===== src/rtl/muldiv_unit.sv =====
// Iterative RV32M multiply/divide unit: 33-cycle fixed latency for every funct3 value.
// Define MULDIV_DIVIDE_EN to build the restoring divider; without it, divide opcodes return 0.
module muldiv_unit #(
  parameter bit RESULT_HOLD = 1'b1
) (
  input  logic        clk,
  input  logic        reset,
  input  logic        start,
  input  logic [2:0]  funct3,
  input  logic [31:0] A,
  input  logic [31:0] B,
  output logic        busy,
  output logic        done,
  output logic [31:0] result
);

  typedef enum logic [1:0] {
    IDLE,
    CALC,
    DONE
  } state_t;

  state_t      state;
  state_t      state_next;

  logic        accept;
  logic        last_iter;
  logic [4:0]  count;
  logic [2:0]  op;
  logic        neg_res;
  logic [31:0] opnd;
  logic [63:0] acc;
  logic [63:0] acc_next;

  logic        a_signed;
  logic        b_signed;
  logic        init_neg;
  logic [31:0] a_mag;
  logic [31:0] b_mag;
  logic [63:0] init_acc;
  logic [31:0] init_opnd;

  logic [32:0] mul_sum;
  logic [63:0] prod_fix;
  logic [31:0] mul_res;
  logic [31:0] div_res;
  logic [31:0] final_res;

`ifdef MULDIV_DIVIDE_EN
  logic [32:0] div_shift;
  logic [31:0] div_diff;
  logic [31:0] quo_fix;
  logic [31:0] rem_fix;
`endif

  assign accept    = start && ((state == IDLE) || (state == DONE));
  assign last_iter = (state == CALC) && (count == 5'd31);

  always_ff @(posedge clk or posedge reset) begin
    if (reset) begin
      state <= IDLE;
    end else begin
      state <= state_next;
    end
  end

  always_comb begin
    state_next = state;
    busy       = 1'b0;
    done       = 1'b0;
    case (state)
      IDLE: begin
        if (start) state_next = CALC;
      end
      CALC: begin
        busy = 1'b1;
        if (count == 5'd31) state_next = DONE;
      end
      DONE: begin
        done = 1'b1;
        state_next = start ? CALC : IDLE;
      end
      default: state_next = IDLE;
    endcase
  end

  // The sign flag records whether the magnitude result needs negating at the end.
  // A signed divide by zero keeps the all-ones quotient, so it never negates.
  always_comb begin
    a_signed = 1'b0;
    b_signed = 1'b0;
    init_neg = 1'b0;
    case (funct3)
      3'b001: begin
        a_signed = 1'b1;
        b_signed = 1'b1;
        init_neg = A[31] ^ B[31];
      end
      3'b010: begin
        a_signed = 1'b1;
        init_neg = A[31];
      end
      3'b100: begin
        a_signed = 1'b1;
        b_signed = 1'b1;
        init_neg = (A[31] ^ B[31]) & (B != 32'd0);
      end
      3'b110: begin
        a_signed = 1'b1;
        b_signed = 1'b1;
        init_neg = A[31];
      end
      default: ;
    endcase
  end

  assign a_mag     = (a_signed && A[31]) ? (~A + 32'd1) : A;
  assign b_mag     = (b_signed && B[31]) ? (~B + 32'd1) : B;
  assign init_acc  = funct3[2] ? {32'd0, a_mag} : {32'd0, b_mag};
  assign init_opnd = funct3[2] ? b_mag : a_mag;

  // acc holds {high, multiplier} for multiply and {remainder, quotient} for divide.
  always_comb begin
    mul_sum  = {1'b0, acc[63:32]} + (acc[0] ? {1'b0, opnd} : 33'd0);
    acc_next = {mul_sum, acc[31:1]};
`ifdef MULDIV_DIVIDE_EN
    div_shift = acc[63:31];
    div_diff  = div_shift[31:0] - opnd;
    if (op[2]) begin
      if (div_shift >= {1'b0, opnd}) begin
        acc_next = {div_diff, acc[30:0], 1'b1};
      end else begin
        acc_next = {div_shift[31:0], acc[30:0], 1'b0};
      end
    end
`else
    if (op[2]) begin
      acc_next = acc;
    end
`endif
  end

  always_comb begin
    prod_fix = neg_res ? (~acc_next + 64'd1) : acc_next;
    mul_res  = (op[1:0] == 2'b00) ? prod_fix[31:0] : prod_fix[63:32];
`ifdef MULDIV_DIVIDE_EN
    quo_fix  = neg_res ? (~acc_next[31:0] + 32'd1) : acc_next[31:0];
    rem_fix  = neg_res ? (~acc_next[63:32] + 32'd1) : acc_next[63:32];
    div_res  = op[1] ? rem_fix : quo_fix;
`else
    div_res  = 32'd0;
`endif
    final_res = op[2] ? div_res : mul_res;
  end

  // Operands are latched on acceptance so later input changes cannot disturb the run.
  always_ff @(posedge clk or posedge reset) begin
    if (reset) begin
      count   <= 5'd0;
      op      <= 3'd0;
      neg_res <= 1'b0;
      opnd    <= 32'd0;
      acc     <= 64'd0;
      result  <= 32'd0;
    end else if (accept) begin
      count   <= 5'd0;
      op      <= funct3;
      neg_res <= init_neg;
      opnd    <= init_opnd;
      acc     <= init_acc;
      result  <= 32'd0;
    end else if (state == CALC) begin
      count <= count + 5'd1;
      acc   <= acc_next;
      if (last_iter) begin
        result <= final_res;
      end
    end else if ((state == DONE) && !RESULT_HOLD) begin
      result <= 32'd0;
    end
  end

endmodule


===== config.mk =====
export PLATFORM = sky130hd
export DESIGN_NAME = muldiv_unit
export DESIGN_NICKNAME = d
export VERILOG_FILES = /design/src/rtl/muldiv_unit.sv
export SDC_FILE = /design/constraint.sdc
export NUM_CORES = 1
export LEC_CHECK = 0
export CAP_MARGIN = 5
export CORE_ASPECT_RATIO = 1.25
export CORE_MARGIN = 2
export CORE_UTILIZATION = 33
export CTS_BUF_LIST = sky130_fd_sc_hd__clkbuf_4 sky130_fd_sc_hd__clkbuf_8 sky130_fd_sc_hd__clkbuf_16
export CTS_CLUSTER_DIAMETER = 150
export DETAILED_ROUTE_END_ITERATION = 12
export GPL_TIMING_DRIVEN = 0
export PLACE_DENSITY = 0.48
export SLEW_MARGIN = 20
export SYNTH_ARGS = -nofsm -noshare
export SYNTH_HDL_FRONTEND = slang
export SYNTH_SLANG_ARGS = --single-unit

===== constraint.sdc =====
create_clock -name clk -period 8 [get_ports clk]
set_input_delay 0.8 -clock clk [delete_from_list [all_inputs] [get_ports clk]]
set_output_delay 0.8 -clock clk [all_outputs]
set_load 0.1 [all_outputs]

Word-level counts from Yosys, hierarchy flattened --
Index checks and enable logic that the tools add are counted.
Word-level totals: bits in registers 139, bits of input ports 70
Operators by class: add/subtract/negate cells 5, equal/unequal tests 9, mux-type cells 25, bitwise gates (word level) 5, reduce and logical (&&, ||, !) cells 15
Operators by type and width (number):
- 32-bit 2-to-1 mux | 10
- 64-bit 2-to-1 mux | 4
- 32-bit by 1-bit adder with 32-bit output, second input constant | 2
- 64-bit by 1-bit adder with 64-bit output, second input constant | 1
- 32-bit inverter | 2
- 64-bit inverter | 1
- 32-bit by 32-bit adder with 33-bit output | 1
- 32-bit nonzero test | 1
- 5-bit 2-to-1 mux | 2
- 3-bit equality test, second input constant | 2
- 2-bit one-hot mux with 3 select lines | 1
- 5-bit by 1-bit adder with 5-bit output, second input constant | 1
- 5-bit equality test, second input constant | 1
- 1-bit 2-to-1 mux | 5
- 1-bit logical AND | 4
- 2-bit logical NOT | 2
- 2-bit 2-to-1 mux | 2
- 2-bit inequality test, second input constant | 2
- 2-bit AND reduction | 2
- 2-bit nonzero test | 2
- 4-bit OR reduction | 1
- 3-bit by 1-bit equality test with 1-bit output, second input constant | 1
- 3-bit by 2-bit equality test with 1-bit output, second input constant | 1
- 1-bit one-hot mux with 3 select lines | 1
- 7 further kinds | 7

Longest topological paths before layout --
depth after elaboration 11, depth in mapped cells 20, gate-level depth less buffers 15

Least setup slack after synthesis --
OpenSTA, ideal clock, no wires.
path kind reg2reg, start register op[2], end register result[30], setup time 0.140 ns, arrival time 5.224 ns, data required time 7.860 ns, slack 2.636 ns, cell stages (with the launch flop) 20, buffers on the path 6, period minus slack after synthesis 5.364 ns, cell sequence dfrtp_1 > buf_2 > buf_2 > clkbuf_1 > clkbuf_1 > buf_1 > clkbuf_1 > mux2i_1 > ha_1 > or3b_1 > nand4bb_1 > nor4_2 > and4b_1 > nand2_1 > or3_1 > nor4_2 > nand4_1 > o41ai_1 > xor2_1 > o221ai_1
Between the ends: word-level cells in the longest chain between the ends 9
Ends and longest elaborated chain:
- from (decl) | line 29 | logic [2:0] op;
- from (signal assigned) | line 167 | op <= funct3;
- 64-bit 2-to-1 mux | line 137 | if (op[2]) begin
- 64-bit inverter | line 144 | prod_fix = neg_res ? (~acc_next + 64'd1) : acc_next;
- 64-bit by 1-bit adder with 64-bit output | line 144
- 64-bit 2-to-1 mux | line 144
- 32-bit 2-to-1 mux | line 145 | mul_res = (op[1:0] == 2'b00) ? prod_fix[31:0] : prod_fix[63:32];
- 32-bit 2-to-1 mux (*) | line 153 | final_res = op[2] ? div_res : mul_res;
- 32-bit 2-to-1 mux (*) | line 175 | if (last_iter) begin
- 32-bit 2-to-1 mux (*) | line 172 | end else if (state == CALC) begin
- 32-bit 2-to-1 mux (*) | line 165 | end else if (accept) begin
- to (signal assigned) | line 176 | result <= final_res;
- to (decl) | line 14 | output logic [31:0] result
Mark *: on every way between the ends. The rest lies on a longest branch, timed or not. The select of a mux whose other input is x is not followed. A chain may end at the register's enable or synchronous reset.

Worst setup path after layout --
Same ends and word-level chain as after synthesis.

==> metrics.md <==
| Metric | Value |
|---|---|
| CTS H-tree lvls | `4` |
| Syn Nets | `1712` |
| Finished Core Util | `0.397` |
| Crit path launch type | `flop` |
| Mapped Area | `12200 sq um` |
| Synth unique cells | `91` |
| Adder-cell area share of the yosys netlist | `0.0397` |
| MaxCap Viol Count | `0` |
| Slew Limit Fails | `0` |
| Synth Warn # | `0` |
| Die X-Extent | `176 um` |
| Fmax | `0.131 GHz` |
| I/O Pins | `104` |
| Compound-cell area share of the yosys netlist | `0.276` |
| Setup CP Type | `flop to flop` |
| Clock share of power | `0.127` |
| Clock Latency Late Sink | `0.46 ns` |
| DR iter-0 viols | `861` |
| DRC viols | `0` |
| Hpwl dp | `42.3 mm` |
| CORE AREA | `36300 sq um` |
| Relative slew slack | `0.212` |
| Largest family of logic cells by synthesized area | `compound AO/OA/AOI/OAI gates` |
| Switching power | `3550 uW` |
| Min Hold Slack | `0.469 ns` |
| # clock sinks | `139` |
| Reg clk slew, reported paths | `0.06 ns` |
| Arrival time worst endpoint | `7.93 ns` |
| Static leakage | `0.00586 uW` |
| Final nets | `1834` |
| Final WL | `51.8 mm` |
| Mux cell area share after synthesis | `0.0304` |
| Clk root buf | `clkbuf_16` |
| Setup Buffers After CTS | `0` |
| Max Clock Skew | `0.00778 ns` |
| Die H | `219 um` |
| XOR/XNOR share of the synthesized area | `0.0843` |
| Slew @ Worst Pin | `1.17 ns` |
| Type of the most critical hold path | `flop to flop` |
| Post-Synth Simple-Gate Area | `0.243` |
| Routed WL per cell | `23.4 um` |
| CP Capture Type | `flop` |
| Remaining global-route overflow | `0` |
| Sw Share | `0.555` |
| Via count | `12669` |
| Cell Int Power | `2850 uW` |
| Syn_area_per_cell | `7.58 sq um` |
| Tcrit/Tclk final | `0.953` |
| Endpoints failing setup | `0` |
| Die area | `38400 sq um` |
| Minimum clock period | `7.62 ns` |
| Total Routing Usage GR | `0.271` |
| Buffers on Ports | `103` |
| Vias in the first global route | `12640` |
| Share of flip-flops with an asynchronous set or reset | `1.00` |
| # hold bufs at CTS | `0` |
| Flop pwr share | `0.210` |
| Clock Tree Buf Depth | `2` |
| Initial antenna violation count | `0` |
| Detail Route Antenna Nets | `0` |
| Initial Util | `0.335` |
| Number of flops mapped to enable cells by yosys | `0` |
| Layout area overhead | `18.5%` |
| Crit Path Max Fanout | `10` |
| Ant. Diodes | `0` |
| Synth Register Bits | `139` |
| First-pass GRT wire length | `77.8 mm` |
| Largest net degree at the start of global routing | `87` |
| Setup total negative slack | `0 ns` |
| RSZ-0062 raised after global routing | `no` |
| Combinational power share | `0.663` |
| Post-synthesis cell count | `1604` |
| Seq/Total Area, Yosys | `0.286` |
| Status | `finished clean` |
| Share of layout cells above drive strength 1 | `0.0472` |
| CTS tree | `built` |
| Worst IR drop on VDD | `0.222 mV` |
| PwrDens | `444 nW/um^2` |
| Vias per cell | `5.71` |
| Number of CTS-inserted buffers | `17` |
| Drt pass-1 iters | `5` |
| Final RePlAce weighted congestion | `0.928` |
| Final Hold Fails | `0` |
| Site Rows | `78` |
| Most used DFF post-synth | `dfrtp_1` |
| CP required | `8.30 ns` |
==> cells by family (layout without fill, tap and decap cells) <==
family | after synthesis | in the layout
buf+inv | 128 | 262
fa+ha+maj | 38 | 38
xor+xnor | 117 | 117
mux | 34 | 34
compound gates | 539 | 539
flops | 139 | 139
simple gates | 609 | 609
==> cell type report <==
class / count / area, sq um
inverter: 27 / 109
buffer: 100 / 392
timing repair buffer: 104 / 1060
clock inverter: 14 / 158
multi-input combinational: 1337 / 8180
fill: 3835 / 21900
sequential: 139 / 3480
clock buffer: 17 / 425
tap: 480 / 601
==> cell usage after synthesis (all sizes together) (29+ instances only) <==
cell | n | share of area
nor2 | 136 | 0.042
nand3 | 31 | 0.013
clkbuf | 79 | 0.025
mux2i | 30 | 0.026
a21oi | 147 | 0.061
a22o | 29 | 0.021
dfrtp | 139 | 0.29
o21ai | 192 | 0.079
xnor2 | 62 | 0.045
nand2 | 226 | 0.070
xor2 | 55 | 0.040
nor3 | 35 | 0.014
ha | 37 | 0.038
and2 | 40 | 0.021
==> worst max-delay path, cell delays in order, from the launching register on <==
cell       delay [ns]
dfrtp_1          0.52
buf_2            0.36
inv_2            0.18
buf_1            0.37
clkbuf_1         0.51
buf_1            0.52
a21boi_0         0.74
ha_1             0.32
or3b_1           0.39
nand4bb_1        0.31
nor4_2           0.57
and4b_1          0.37
nand2_1          0.18
or3_1            0.53
nor4_2           0.43
nand4_1          0.31
o41ai_1          0.49
xor2_1           0.19
o221ai_1         0.14
==> repair_timing <==
action	CTS	global route
resized for setup	1	0
setup endpoints to repair	1	1
hold endpoints to repair	0	0
==> sequential cells by signal (all words and copies together), names as in the netlist <==
signal,flops
acc,64
count,5
neg_res,1
result,32
state,2
opnd,32
op,3
==> worst paths after layout <==
path                       startpoint         end  cells after the start  slack [ns]
hold / removal             result[28]  result[28]                      2        0.47
setup / recovery                op[2]  result[30]                     18        0.38
min in group asynchronous       reset     opnd[6]                      2        0.76
max in group asynchronous       reset     acc[62]                      3        6.42
setup reg to reg                op[2]  result[30]                     18        0.38
hold reg to reg            result[28]  result[28]                      2        0.47
==> power groups by stage <==
| stage | combinational (uW) | sequential (uW) | clock [uW] |
|---|---|---|---|
| after floorplan | 2470 | 1700 | 0 |
| after global placement | 4170 | 1340 | 0 |
| after detailed placement | 4180 | 1350 | 0 |
| after CTS | 4200 | 1340 | 820 |
| after global routing | 4560 | 1380 | 854 |
| final | 4240 | 1340 | 813 |
==> metrics by stage <==
| stage | cell area, sq um | power, uW | cells | setup WS [ns] |
|---|---|---|---|---|
| 5_1_grt | 14400 | 6790 | 2218 | 0.264 |
| 4_1_cts | 14400 | 6360 | 2219 | 0.110 |
| 6_report | 14400 | 6400 | 2218 | 0.378 |
| 3_3_place_gp | 13800 | 5510 | 2187 | -0.217 |
| 2_1_floorplan | 12200 | 4170 | 1604 | 2.64 |
| 3_5_place_dp | 13800 | 5530 | 2188 | -0.111 |
==> layout by cell type, fill, tap and decap left out, types with 15 or more instances in the layout <==
cell             instances
o21ai_0                185
nand2_1                225
ha_1                    37
nor3_1                  35
a21oi_1                145
a22o_1                  29
a22oi_1                 23
a31oi_1                 15
mux2i_1                 29
and2_1                  40
xnor2_1                 62
or3_1                   18
nor2b_1                 21
clkbuf_16               17
nor2_1                 136
clkbuf_1                76
nand3_1                 31
o31ai_1                 18
inv_1                   23
xor2_1                  55
dfrtp_1                139
a21o_1                  16
clkdlybuf4s50_1        103
nand2b_1                20
==> layer usage <==
layer  vias up  part of all wire  track usage
met4         0             0.055        0.151
li1       6031                 -            -
met1      6110              0.40        0.311
met2       415              0.50        0.485
met3       113             0.041       0.0334
met5         -                 0            0
(Power assumes the default switching activity.)
